**src/rtl/cv32e40n_data_arb.sv**
```systemverilog
`default_nettype none
// ============================================================================
// Module   : cv32e40n_data_arb
// Brief    : N-master to 1-slave OBI data-bus arbiter with pipelined issue
//            and in-order response routing through a master-ID FIFO.
// Revision : 1.0
// ============================================================================
module cv32e40n_data_arb #(
    parameter int NUM_MASTERS     = 2,
    parameter int ADDR_WIDTH      = 32,
    parameter int DATA_WIDTH      = 32,
    parameter int MAX_OUTSTANDING = 2,
    parameter int ARB_MODE        = 0
) (
    input  logic                                     clk_i,
    input  logic                                     rst_ni,
    input  logic [NUM_MASTERS-1:0]                   m_req_i,
    output logic [NUM_MASTERS-1:0]                   m_gnt_o,
    output logic [NUM_MASTERS-1:0]                   m_rvalid_o,
    input  logic [NUM_MASTERS-1:0][ADDR_WIDTH-1:0]   m_addr_i,
    input  logic [NUM_MASTERS-1:0]                   m_we_i,
    input  logic [NUM_MASTERS-1:0][DATA_WIDTH/8-1:0] m_be_i,
    input  logic [NUM_MASTERS-1:0][DATA_WIDTH-1:0]   m_wdata_i,
    output logic [NUM_MASTERS-1:0][DATA_WIDTH-1:0]   m_rdata_o,
    output logic                                     s_req_o,
    input  logic                                     s_gnt_i,
    input  logic                                     s_rvalid_i,
    output logic [ADDR_WIDTH-1:0]                    s_addr_o,
    output logic                                     s_we_o,
    output logic [DATA_WIDTH/8-1:0]                  s_be_o,
    output logic [DATA_WIDTH-1:0]                    s_wdata_o,
    input  logic [DATA_WIDTH-1:0]                    s_rdata_i,
    output logic                                     rsp_err_o
);

    localparam int IDX_W = (NUM_MASTERS > 1) ? $clog2(NUM_MASTERS) : 1;
    localparam int PTR_W = (MAX_OUTSTANDING > 1) ? $clog2(MAX_OUTSTANDING) : 1;
    localparam int CNT_W = $clog2(MAX_OUTSTANDING + 1);
    localparam logic [IDX_W-1:0] LAST_IDX = IDX_W'(NUM_MASTERS - 1);
    localparam logic [PTR_W-1:0] LAST_PTR = PTR_W'(MAX_OUTSTANDING - 1);
    localparam logic [CNT_W-1:0] MAX_CNT  = CNT_W'(MAX_OUTSTANDING);

    typedef enum logic [0:0] {
        ST_ARB  = 1'b0,
        ST_LOCK = 1'b1
    } state_e;

    state_e           state_q;
    logic [IDX_W-1:0] lock_idx_q;
    logic [IDX_W-1:0] fifo_q [MAX_OUTSTANDING];
    logic [PTR_W-1:0] wptr_q, wptr_d;
    logic [PTR_W-1:0] rptr_q, rptr_d;
    logic [CNT_W-1:0] count_q, count_d;
    logic             rsp_err_q;

    logic [IDX_W-1:0] winner;
    logic [IDX_W-1:0] sel;
    logic [IDX_W-1:0] head;
    logic             issue;
    logic             accept;
    logic             fifo_empty;
    logic             pop;

    function automatic logic [PTR_W-1:0] ptr_inc(input logic [PTR_W-1:0] p);
        return (p == LAST_PTR) ? '0 : p + 1'b1;
    endfunction

    generate
        if (ARB_MODE == 1) begin : g_rr
            logic [IDX_W-1:0] rr_ptr_q;

            // Scan offsets downwards so the nearest requester after the pointer wins.
            always_comb begin
                int cand;
                winner = '0;
                for (int i = NUM_MASTERS - 1; i >= 0; i--) begin
                    cand = int'(rr_ptr_q) + i;
                    if (cand >= NUM_MASTERS) cand = cand - NUM_MASTERS;
                    if (m_req_i[cand]) winner = IDX_W'(cand);
                end
            end

            always_ff @(posedge clk_i or negedge rst_ni) begin
                if (!rst_ni) begin
                    rr_ptr_q <= '0;
                end else if (accept) begin
                    rr_ptr_q <= (sel == LAST_IDX) ? '0 : sel + 1'b1;
                end
            end
        end else begin : g_fixed
            always_comb begin
                winner = '0;
                for (int i = 0; i < NUM_MASTERS; i++) begin
                    if (m_req_i[i]) winner = IDX_W'(i);
                end
            end
        end
    endgenerate

    // A locked address phase bypasses the outstanding check: it was admitted
    // when it started and the count can only have dropped since.
    assign sel        = (state_q == ST_LOCK) ? lock_idx_q : winner;
    assign issue      = rst_ni && ((state_q == ST_LOCK) || ((|m_req_i) && (count_q < MAX_CNT)));
    assign accept     = issue && s_gnt_i;
    assign fifo_empty = (count_q == '0);
    assign pop        = s_rvalid_i && !fifo_empty;
    assign head       = fifo_q[rptr_q];

    assign s_req_o   = issue;
    assign s_addr_o  = issue ? m_addr_i[sel]  : '0;
    assign s_we_o    = issue ? m_we_i[sel]    : 1'b0;
    assign s_be_o    = issue ? m_be_i[sel]    : '0;
    assign s_wdata_o = issue ? m_wdata_i[sel] : '0;
    assign rsp_err_o = rsp_err_q;

    always_comb begin
        m_gnt_o    = '0;
        m_rvalid_o = '0;
        m_rdata_o  = '0;
        for (int i = 0; i < NUM_MASTERS; i++) begin
            if (issue && (sel == IDX_W'(i))) m_gnt_o[i] = s_gnt_i;
            if (!fifo_empty && (head == IDX_W'(i))) begin
                m_rvalid_o[i] = s_rvalid_i;
                m_rdata_o[i]  = s_rdata_i;
            end
        end
    end

    always_comb begin
        wptr_d = accept ? ptr_inc(wptr_q) : wptr_q;
        rptr_d = pop ? ptr_inc(rptr_q) : rptr_q;
        case ({accept, pop})
            2'b10:   count_d = count_q + 1'b1;
            2'b01:   count_d = count_q - 1'b1;
            default: count_d = count_q;
        endcase
    end

    always_ff @(posedge clk_i or negedge rst_ni) begin
        if (!rst_ni) begin
            state_q    <= ST_ARB;
            lock_idx_q <= '0;
            wptr_q     <= '0;
            rptr_q     <= '0;
            count_q    <= '0;
            rsp_err_q  <= 1'b0;
            for (int i = 0; i < MAX_OUTSTANDING; i++) fifo_q[i] <= '0;
        end else begin
            case (state_q)
                ST_ARB: begin
                    if (issue && !s_gnt_i) begin
                        state_q    <= ST_LOCK;
                        lock_idx_q <= winner;
                    end
                end
                ST_LOCK: begin
                    if (s_gnt_i) state_q <= ST_ARB;
                end
                default: state_q <= ST_ARB;
            endcase
            if (accept) fifo_q[wptr_q] <= sel;
            wptr_q  <= wptr_d;
            rptr_q  <= rptr_d;
            count_q <= count_d;
            if (s_rvalid_i && fifo_empty) rsp_err_q <= 1'b1;
        end
    end

endmodule
`default_nettype wire
```
**config.mk**
```make
export PLATFORM = sky130hd
export DESIGN_NAME = cv32e40n_data_arb
export DESIGN_NICKNAME = d
export VERILOG_FILES = /design/src/rtl/cv32e40n_data_arb.sv
export SDC_FILE = /design/constraint.sdc
export NUM_CORES = 1
export LEC_CHECK = 0
export CAP_MARGIN = 20
export CELL_PAD_IN_SITES_DETAIL_PLACEMENT = 1
export CELL_PAD_IN_SITES_GLOBAL_PLACEMENT = 1
export CORE_MARGIN = 3
export CORE_UTILIZATION = 11
export DETAILED_ROUTE_END_ITERATION = 8
export PLACE_DENSITY_LB_ADDON = 0.2
export RECOVER_POWER = 25
export SLEW_MARGIN = 20
export SYNTH_ARGS = -nofsm -noshare
export SYNTH_HDL_FRONTEND = slang
export SYNTH_SLANG_ARGS = --single-unit
```
**constraint.sdc**
```tcl
create_clock -name clk_i -period 2.7 [get_ports clk_i]
set_input_delay 0.54 -clock clk_i [delete_from_list [all_inputs] [get_ports clk_i]]
set_output_delay 0.54 -clock clk_i [all_outputs]
set_load 0.1 [all_outputs]
```
==> results of run 1 <==
layer usage:
metal | track usage | share of wire | wire length, um | vias to the layer above
met2 | 0.388 | 0.56 | 9580 | 199
met3 | 0.0821 | 0.10 | 1750 | 21
met5 | 0 | 0.0030 | 51 | -
li1 | - | - | - | 1426
met4 | 0.0362 | 0.015 | 261 | 8
met1 | 0.188 | 0.32 | 5520 | 1486
final timing paths:
path	end	cells past startpoint	slack, ps	start
worst max-delay path	s_wdata_o[21]	8	30	m_req_i[0]
worst max register to register	count_q[1]$_DFFE_PN0P_	7	810	count_q[1]$_DFFE_PN0P_
min in group asynchronous	rptr_q$_DFFE_PN0P_	2	700	rst_ni
worst min register to register	rsp_err_o$_DFFE_PN0P_	1	460	rsp_err_o$_DFFE_PN0P_
worst min-delay path	rsp_err_o$_DFFE_PN0P_	1	460	rsp_err_o$_DFFE_PN0P_
max in group asynchronous	count_q[1]$_DFFE_PN0P_	2	1830	rst_ni
worst max-delay path, stage by stage:
cell             delay [ps]
clkdlybuf4s15_1         190
or4b_4                  480
a21oi_4                 180
buf_12                  140
buf_8                   120
buf_16                  130
a22o_2                  160
buf_12                  170
placed cells by master (no fill, tap or decap), types with 2 or more instances in the layout:
cell / netlist / layout
clkdlybuf4s50_1: 0 / 172
buf_12: 0 / 144
a22o_4: 0 / 60
and2_1: 64 / 51
and2_0: 0 / 13
buf_4: 2 / 10
nor2_1: 10 / 9
a22o_2: 0 / 9
buf_16: 0 / 8
dfrtp_1: 9 / 8
clkbuf_16: 0 / 5
xnor2_1: 4 / 4
inv_1: 4 / 3
mux2_2: 3 / 3
clkbuf_2: 0 / 3
o21ai_0: 2 / 2
nand2_1: 2 / 2
a21oi_4: 0 / 2
o2111ai_1: 2 / 2
clkbuf_1: 6 / 2
logic make-up after synthesis:
| group | synth area share |
|---|---|
| simple gates | 0.298 |
| xor+xnor | 0.0269 |
| flops | 0.138 |
| buf+inv | 0.0799 |
| fa+ha+maj | 0.00768 |
| mux | 0.0269 |
| compound gates | 0.422 |
report_power, final:
part	switching (mW)	internal [mW]	total, mW
combinational	6.10	3.46	9.56
sequential	0.0518	0.196	0.248
clock	0.0667	0.195	0.262
total	6.22	3.86	10.1
sequential cells by signal, summed over array words and instances, names as in the netlist:
name	flops
fifo_q	2
state_q	1
lock_idx_q	1
count_q	2
wptr_q	1
rptr_q	1
rsp_err_o	1
final cells by class:
class	count	share of cell area
tap	180	0.0303
inverter	4	0.00202
clock buffer	3	0.0101
clock inverter	1	0.000673
multi-input combinational	171	0.247
sequential	9	0.0305
antenna	1	0.000337
timing repair buffer	346	0.679
timing repair:
action,4_1_cts,5_1_grt
hold endpoints to repair,0,0
gates cloned,8,2
setup endpoints to repair,69,69
resized for setup,74,8
pin swaps,4,3
buffers inserted,10,0
==> flow_summary.toml, run 1 <==
[cts]
hold_buffers = 0
cts-root-buf = "clkbuf_16"
clk_pin_slew_ps = 40
clkLatencyLatePin_ps = 240
cts.sinks = 9
cts_buffers = 3
cts_tree = "yes"
clock_path_buffers = 2
h-tree-depth = 1

[synthesis]
synth_area_leader_cell = "a22o_1"
synthDominantCellAreaShare = 0.376
syn_inst = 205
synth_edf_count = 0
yosysSeqAreaShare = 0.138
synth-async-reset-ratio = 1.00
syn_nets = 382
syn-cell-area_sq_um = 1630
synth_commonest_cells = "a22o_1, and2_1, buf_2"
yosysMostFrequentCell = "a22o_1"
synth_seq_cells = 9
synthFlopType = "dfrtp_1"
synth_area_leaders = "a22o_1, and2_1, dfrtp_1"
synthDistinctLibCells = 27
syn_area_per_cell_sq_um = 7.95
ys_warn_count = 0

[critical_path]
endpoint_kind = "primary output"
worstPathMaxFanout = 7
cp.arrival_ps = 2130
required_ps = 2160
cp-start-kind = "primary input"
worstSetupPathType = "in -> out"

[drt]
routed_wl_um = 17200
drt_first_pass_iters = 4
antenna_left = 0
via_count = 3140
vias_per_cell = 4.39
drt_iter0_drc = 46
drc_errors = 0
drt-wirelength-per-cell_um = 24.0

[power]
leakage_nw = 3.12
total_power_mw = 10.1
ir_drop_mv = 0.973
p_per_area_nw_per_um2 = 1350

[final_layout]
n_fill_cell = 1406
regArea_sq_um = 226
syn2layout_area_growth_pct = 356
finalInstanceArea_sq_um = 7430
finish.utilization = 0.523
multiInputGateArea_sq_um = 1830
final_layout_size_suffix_gt1_frac = 0.476
layout.cells.non_filler = 715
nNetsFinal = 712

[placed_design]
place_ws_ps = -283
dpl.hpwl_um = 13000
dp_cells = 690
routabilityCongestion = 0.795
port_buffers = 314
dpl_cell_area_sq_um = 6510

[timing]
tns_ps = 0
timing.final.crit_share = 0.988
tightest_slew_ps = 1190
setup_viol_count_final = 0
max_freq_ghz = 0.375
timing.final.ws_setup_ps = 31.5
hold_viol_final = 0
period_minus_slack_ps = 2670
maxSlewHeadroom = 0.207
whs_ps = 457
finalClockSkew_ps = 0.709
drv_slew = 0
rsz0062_at_grt = "yes"

[die]
core_area_sq_um = 14200
ios = 315
die_h_um = 128
initial_utilization = 0.115
die_w_um = 128
rows = 43
die_area_sq_um = 16300

[global_route]
grt_use_total = 0.196
grt_pass1_wl_um = 23700
antenna_found_initial = 5
grt.overflow.total = 0
grt_max_degree = 33
grt_pass1_vias = 3482

[run]
cap_violations = 0

[min_path]
min_path_type = "reg -> reg"

[run_status]
status = "finished, final reports clean"
(Power assumes the default switching activity.)
==> run 2: changes to the inputs <==
--- a/config.mk
+++ b/config.mk
@@ -5,13 +5,14 @@
 export SDC_FILE = /design/constraint.sdc
 export NUM_CORES = 1
 export LEC_CHECK = 0
+export ABC_AREA = 1
 export CAP_MARGIN = 20
 export CELL_PAD_IN_SITES_DETAIL_PLACEMENT = 1
 export CELL_PAD_IN_SITES_GLOBAL_PLACEMENT = 1
 export CORE_MARGIN = 3
 export CORE_UTILIZATION = 11
 export DETAILED_ROUTE_END_ITERATION = 8
-export PLACE_DENSITY_LB_ADDON = 0.2
+export PLACE_DENSITY = 0.81
 export RECOVER_POWER = 25
 export SLEW_MARGIN = 20
 export SYNTH_ARGS = -nofsm -noshare
==> run 2 against run 1 <==
  * Power shrank 10%
  * Highest routed layer is now met4
  * Global-route usage shrank 3.1 points
  * Cell area shrank 0.49%
  * Sequential share of layout area is essentially flat
  * Die area grew 15%
  * Area after synthesis grew 16%
  * Critical path depth shrank 1
  * Hold slack gained 32 ps
  * Largest power group unchanged
  * Core utilization shrank 8.0 points
  * Flip-flop and latch count is the same
  * Setup slack gained 100 ps
==> flow_summary.toml, run 2 <==
[synthesis]
synth_seq_cells = 9
syn_inst = 395
synth_edf_count = 0
synthDominantCellAreaShare = 0.312
synthFlopType = "dfrtp_1"
syn-cell-area_sq_um = 1890
syn_nets = 572
yosysSeqAreaShare = 0.119
synth_area_leader_cell = "nand2_1"
synth-async-reset-ratio = 1.00
syn_area_per_cell_sq_um = 4.79
synthDistinctLibCells = 22
synth_commonest_cells = "nand2_1, nor2_1, a21oi_1"
ys_warn_count = 0
synth_area_leaders = "nand2_1, a21oi_1, nor2_1"
yosysMostFrequentCell = "nand2_1"

[critical_path]
worstPathMaxFanout = 4
worstPathCellList = "dlygate4sd3_1 -> nand2_1 -> nor2_4 -> buf_4 -> nand2_1 -> nor2_4 -> buf_12"
endpoint_kind = "primary output"
cp-start-kind = "primary input"
slowest_delay_ps = 550
r2r-end = "count_q[1]$_DFFE_PN0P_"
cp_top_family = "buffers and inverters"
worstSetupPathType = "in -> out"
cp.arrival_ps = 2030
reg2reg_from = "state_q$_DFF_PN0_"
required_ps = 2160
worstRegToRegCells = 10
worst_path_max_delay_cell = "dlygate4sd3_1"
ff2ff_setup_slack_ps = 620
crit_buf_inv = 3

[final_layout]
final_layout_size_suffix_gt1_frac = 0.347
mostFrequentLayoutCells = "clkdlybuf4s50_1, nand2_1, buf_12"
diodes = 0
layout_commonest_cell = "clkdlybuf4s50_1"
finish.utilization = 0.443
nNetsFinal = 890
syn2layout_area_growth_pct = 291
reg_top3 = "count_q (2), fifo_q (2)"
finalInstanceArea_sq_um = 7400

[cts]
clock_path_buffers = 2
cts_tree = "yes"
cts.sinks = 9
clkLatencyLatePin_ps = 230
hold_buffers = 0
cts_buffers = 3
h-tree-depth = 1
clk_pin_slew_ps = 40
cts-root-buf = "clkbuf_16"
post_cts_buffers = 0

[drt]
vias_per_cell = 4.16
antenna_left = 0
drt_iter0_drc = 58
via_count = 3873
drt-wirelength-per-cell_um = 18.1
routed_wl_um = 16900
drt_first_pass_iters = 4
drc_errors = 0

[placed_design]
dpl_cell_area_sq_um = 7610
port_buffers = 314
routabilityCongestion = 0.791
dpl.hpwl_um = 15300

[die]
die_area_sq_um = 18800
initial_utilization = 0.113
ios = 315
core_area_sq_um = 16700
die_w_um = 137
die_h_um = 137
rows = 47

[global_route]
grt_pass1_wl_um = 24000
grt_use_total = 0.164
grt_max_degree = 34
grt.overflow.total = 0
antenna_found_initial = 0
grt_pass1_vias = 4311

[min_path]
min_path_type = "reg -> reg"
hp-start = "fifo_q[1]$_DFFE_PN0P_"
worstHoldEndpoint = "fifo_q[1]$_DFFE_PN0P_"
hold_depth = 2

[power]
p_per_area_nw_per_um2 = 1220
total_power_mw = 9.03
leakage_nw = 3.00
ir_drop_mv = 0.834

[timing]
timing.final.crit_share = 0.950
tightest_slew_ps = 1240
maxSlewHeadroom = 0.178
hold_viol_final = 0
finalClockSkew_ps = 0.830
setup_viol_count_final = 0
rsz0062_at_grt = "no"
drv_slew = 0
max_freq_ghz = 0.390
period_minus_slack_ps = 2570

[run]
cap_violations = 0

[run_status]
status = "finished, final reports clean"
[run 2: changes by cell type in the layout (fill, tap and decap cells not counted), moves of 13 or more]
cell	previous run	this run
a21oi_4	2	60
a22o_4	60	0
and2_0	13	0
and2_1	51	0
buf_12	144	129
clkbuf_2	3	18
inv_1	3	38
nand2_1	2	156
nor2_1	9	67
[run 2: worst max-delay path by stage]
| stage | from | endpoint | slack, ps | cells past startpoint |
|---|---|---|---|---|
| 6_report | rst_ni | m_gnt_o[1] | 130 | 7 |
| 4_1_cts | m_req_i[1] | s_wdata_o[31] | 130 | 9 |
| 3_3_place_gp | m_req_i[1] | s_addr_o[11] | -90 | 9 |
| 3_5_place_dp | m_req_i[1] | s_wdata_o[31] | -120 | 9 |
| 5_1_grt | rst_ni | m_gnt_o[0] | 40 | 7 |
| 2_1_floorplan | m_req_i[1] | s_addr_o[0] | -180 | 7 |
[run 2: where the power goes]
part | internal, mW | total (mW) | leakage [nW] | switching, mW
sequential | 0.193 | 0.239 | 0.107 | 0.0456
combinational | 2.56 | 8.53 | 2.86 | 5.97
clock | 0.197 | 0.259 | 0.0382 | 0.0620
total | 2.95 | 9.03 | 3.00 | 6.08
[run 2: repair_timing]
action,CTS,global route
gates resized for setup,1,0
hold endpoints to repair,0,0
endpoints found under the setup margin,71,0
[run 2: metal layers]
layer,track usage,up-vias,routed length (um)
met1,0.147,1784,5290
met2,0.340,228,9320
met3,0.0665,16,1980
met5,0,-,0
li1,-,1845,-
met4,0.0283,0,278
[run 2: cells by family after synthesis]
group | share of synthesized area
buf+inv | 0.153
fa+ha+maj | 0.00661
flops | 0.119
compound gates | 0.226
xor+xnor | 0.0139
simple gates | 0.481
[run 2: layout make-up]
class / instances / area (sq um)
clock buffer: 4 / 78.8
fill: 1906 / 9300
inverter: 42 / 175
multi-input combinational: 316 / 2090
sequential: 9 / 225
tap: 220 / 275
timing repair buffer: 341 / 4560
[run 2: stage by stage]
step | cells | hold WS (ps) | setup WS, ps | TNS (ps)
after floorplan | 395 | 244 | -182 | -3780
after global placement | 928 | 461 | -94.5 | -2850
after detailed placement | 928 | 492 | -125 | -5190
after CTS | 932 | 502 | 133 | 0
after global routing | 932 | 525 | 42.5 | 0
final | 932 | 489 | 134 | 0
[run 2: tightest hold or removal path, cell delays in order (launching register included)]
cell and delay, ps:
dfrtp_1 340, nand2_1 60, nand2_1 50
==> run 3: changes to the inputs <==
--- a/config.mk
+++ b/config.mk
@@ -14,6 +14,7 @@
 export DETAILED_ROUTE_END_ITERATION = 8
 export PLACE_DENSITY = 0.81
 export RECOVER_POWER = 25
+export SETUP_SLACK_MARGIN = 0.3
 export SLEW_MARGIN = 20
 export SYNTH_ARGS = -nofsm -noshare
 export SYNTH_HDL_FRONTEND = slang
==> run 3 against run 2 <==
  * Core utilization grew 5.2 points
  * Power grew 11%
  * Flip-flop and latch count unchanged
  * Die area is the same
  * First-iteration DRC count increased by 31%
  * Critical path type is now reg -> out
  * Largest cell class unchanged
  * Wire length rose by 3.4%
==> flow_summary.toml, run 3 (synthesis gave the netlist of run 2 again) <==
[final_layout]
syn2layout_area_growth_pct = 337
final_layout_size_suffix_gt1_frac = 0.475
reg_top3 = "count_q (2), fifo_q (2)"
finalInstanceArea_sq_um = 8270
finish.utilization = 0.495
layout_commonest_cell = "clkdlybuf4s50_1"
diodes = 0
mostFrequentLayoutCells = "clkdlybuf4s50_1, buf_12, nand2_1"
nNetsFinal = 910

[critical_path]
worstRegToRegCells = 11
cp.arrival_ps = 1860
ff2ff_setup_slack_ps = 640
startpoint = "state_q$_DFF_PN0_"
worstSetupPathType = "reg -> out"
worstPathMaxFanout = 5
cp-start-kind = "flip-flop"
endpoint_kind = "primary output"
required_ps = 2160
reg2reg_from = "state_q$_DFF_PN0_"

[power]
total_power_mw = 10.0
p_int_mw = 3.60
p_per_area_nw_per_um2 = 1210
ir_drop_mv = 0.799
seqPwrFrac = 0.024
switchingPower_mw = 6.40
swShare = 0.640
power_frac_clock = 0.027
leakage_nw = 3.29
power_frac_comb = 0.949

[die]
die_h_um = 137
rows = 47
ios = 315
core_area_sq_um = 16700
initial_utilization = 0.113
die_w_um = 137
die_area_sq_um = 18800

[run]
cap_violations = 0

[timing]
setup_viol_count_final = 0
period_minus_slack_ps = 2400
finalClockSkew_ps = 4.14
drv_slew = 0
timing.final.crit_share = 0.887
hold_viol_final = 0
max_freq_ghz = 0.417
maxSlewHeadroom = 0.201
rsz0062_at_grt = "yes"
tightest_slew_ps = 1200

[cts]
cts_buffers = 3
cts-root-buf = "clkbuf_16"
cts.sinks = 9
clk_pin_slew_ps = 40
clock_path_buffers = 2
clkLatencyLatePin_ps = 240
cts_tree = "yes"
hold_buffers = 0
h-tree-depth = 1

[drt]
routed_wl_um = 17400
antenna_left = 0
vias_per_cell = 4.24
via_count = 4040
drt-wirelength-per-cell_um = 18.3
drc_errors = 0
drt_iter0_drc = 76
drt_first_pass_iters = 4

[global_route]
grt_use_total = 0.173
grt_pass1_vias = 4486
antenna_found_initial = 0
grt.overflow.total = 0
grt_max_degree = 26
grt_pass1_wl_um = 25300

[placed_design]
routabilityCongestion = 0.809
dpl.hpwl_um = 14800
dpl_cell_area_sq_um = 7860
port_buffers = 314

[run_status]
status = "finished, final reports clean"

[min_path]
hold_depth = 2
min_path_type = "reg -> reg"
hp-start = "fifo_q[0]$_DFFE_PN0P_"
run 3: cell count changes in the layout (fill, tap and decap cells not counted), sizes merged:
cell	before	now
dlygate4sd3	2	1
clkdlybuf4s50	172	171
clkbuf	25	10
dlygate4sd2	1	2
buf	145	180
bufbuf	0	1
run 3: final cells by class:
type / instances / area, sq um
clock buffers: 4 / 78.8
fillers: 1796 / 8430
inverters: 42 / 180
multi-input cells: 316 / 2400
flip-flops and latches: 9 / 225
well taps: 220 / 275
repair buffers: 361 / 5110
run 3: per-stage QoR:
stage	TNS [ps]	worst slack, ps	std cells	hold slack, ps
after floorplan	-1070	-42.1	395	244
after global placement	-1120	-44.9	927	464
after detailed placement	-2980	-121	927	482
after CTS	0	314	944	432
after global routing	0	244	952	534
final	0	304	952	483
run 3: critical path: stages, from the launching register on:
cell	delay (ps)
dfrtp_1	410
inv_2	100
nand2_1	80
nand2_2	80
nor2_4	160
buf_4	140
buf_4	90
buf_4	90
clkbuf_2	460
run 3: metal layers:
metal	GRT usage	part of all wire	wire length, um	vias to the layer above
met5	0	0	0	-
met4	0.0327	0.019	330	0
met3	0.0603	0.11	1840	18
met2	0.355	0.56	9750	222
met1	0.162	0.32	5530	1912
li1	-	-	-	1888
run 3: path summary, 6_finish.rpt:
path	endpoint
hold / removal	fifo_q[0]$_DFFE_PN0P_
max in group asynchronous	fifo_q[1]$_DFFE_PN0P_
setup / recovery	s_req_o
hold reg to reg	fifo_q[0]$_DFFE_PN0P_
setup reg to reg	count_q[1]$_DFFE_PN0P_
min in group asynchronous	count_q[1]$_DFFE_PN0P_
run 3: power by group through the flow:
| stage | sequential (mW) | combinational [mW] | clock [mW] |
|---|---|---|---|
| global route | 0.249 | 9.80 | 0.281 |
| global placement | 0.238 | 9.21 | 0 |
| detailed placement | 0.242 | 9.33 | 0 |
| finish | 0.242 | 9.50 | 0.265 |
| CTS | 0.241 | 9.56 | 0.269 |
| floorplan | 0.227 | 5.86 | 0 |
run 3: timing repair:
item | CTS | global route
buffers inserted | 10 | 7
endpoints found under the hold margin | 0 | 0
setup endpoints to repair | 79 | 58
gates resized for setup | 41 | 16
cloned | 3 | 1
pin swaps | 16 | 13
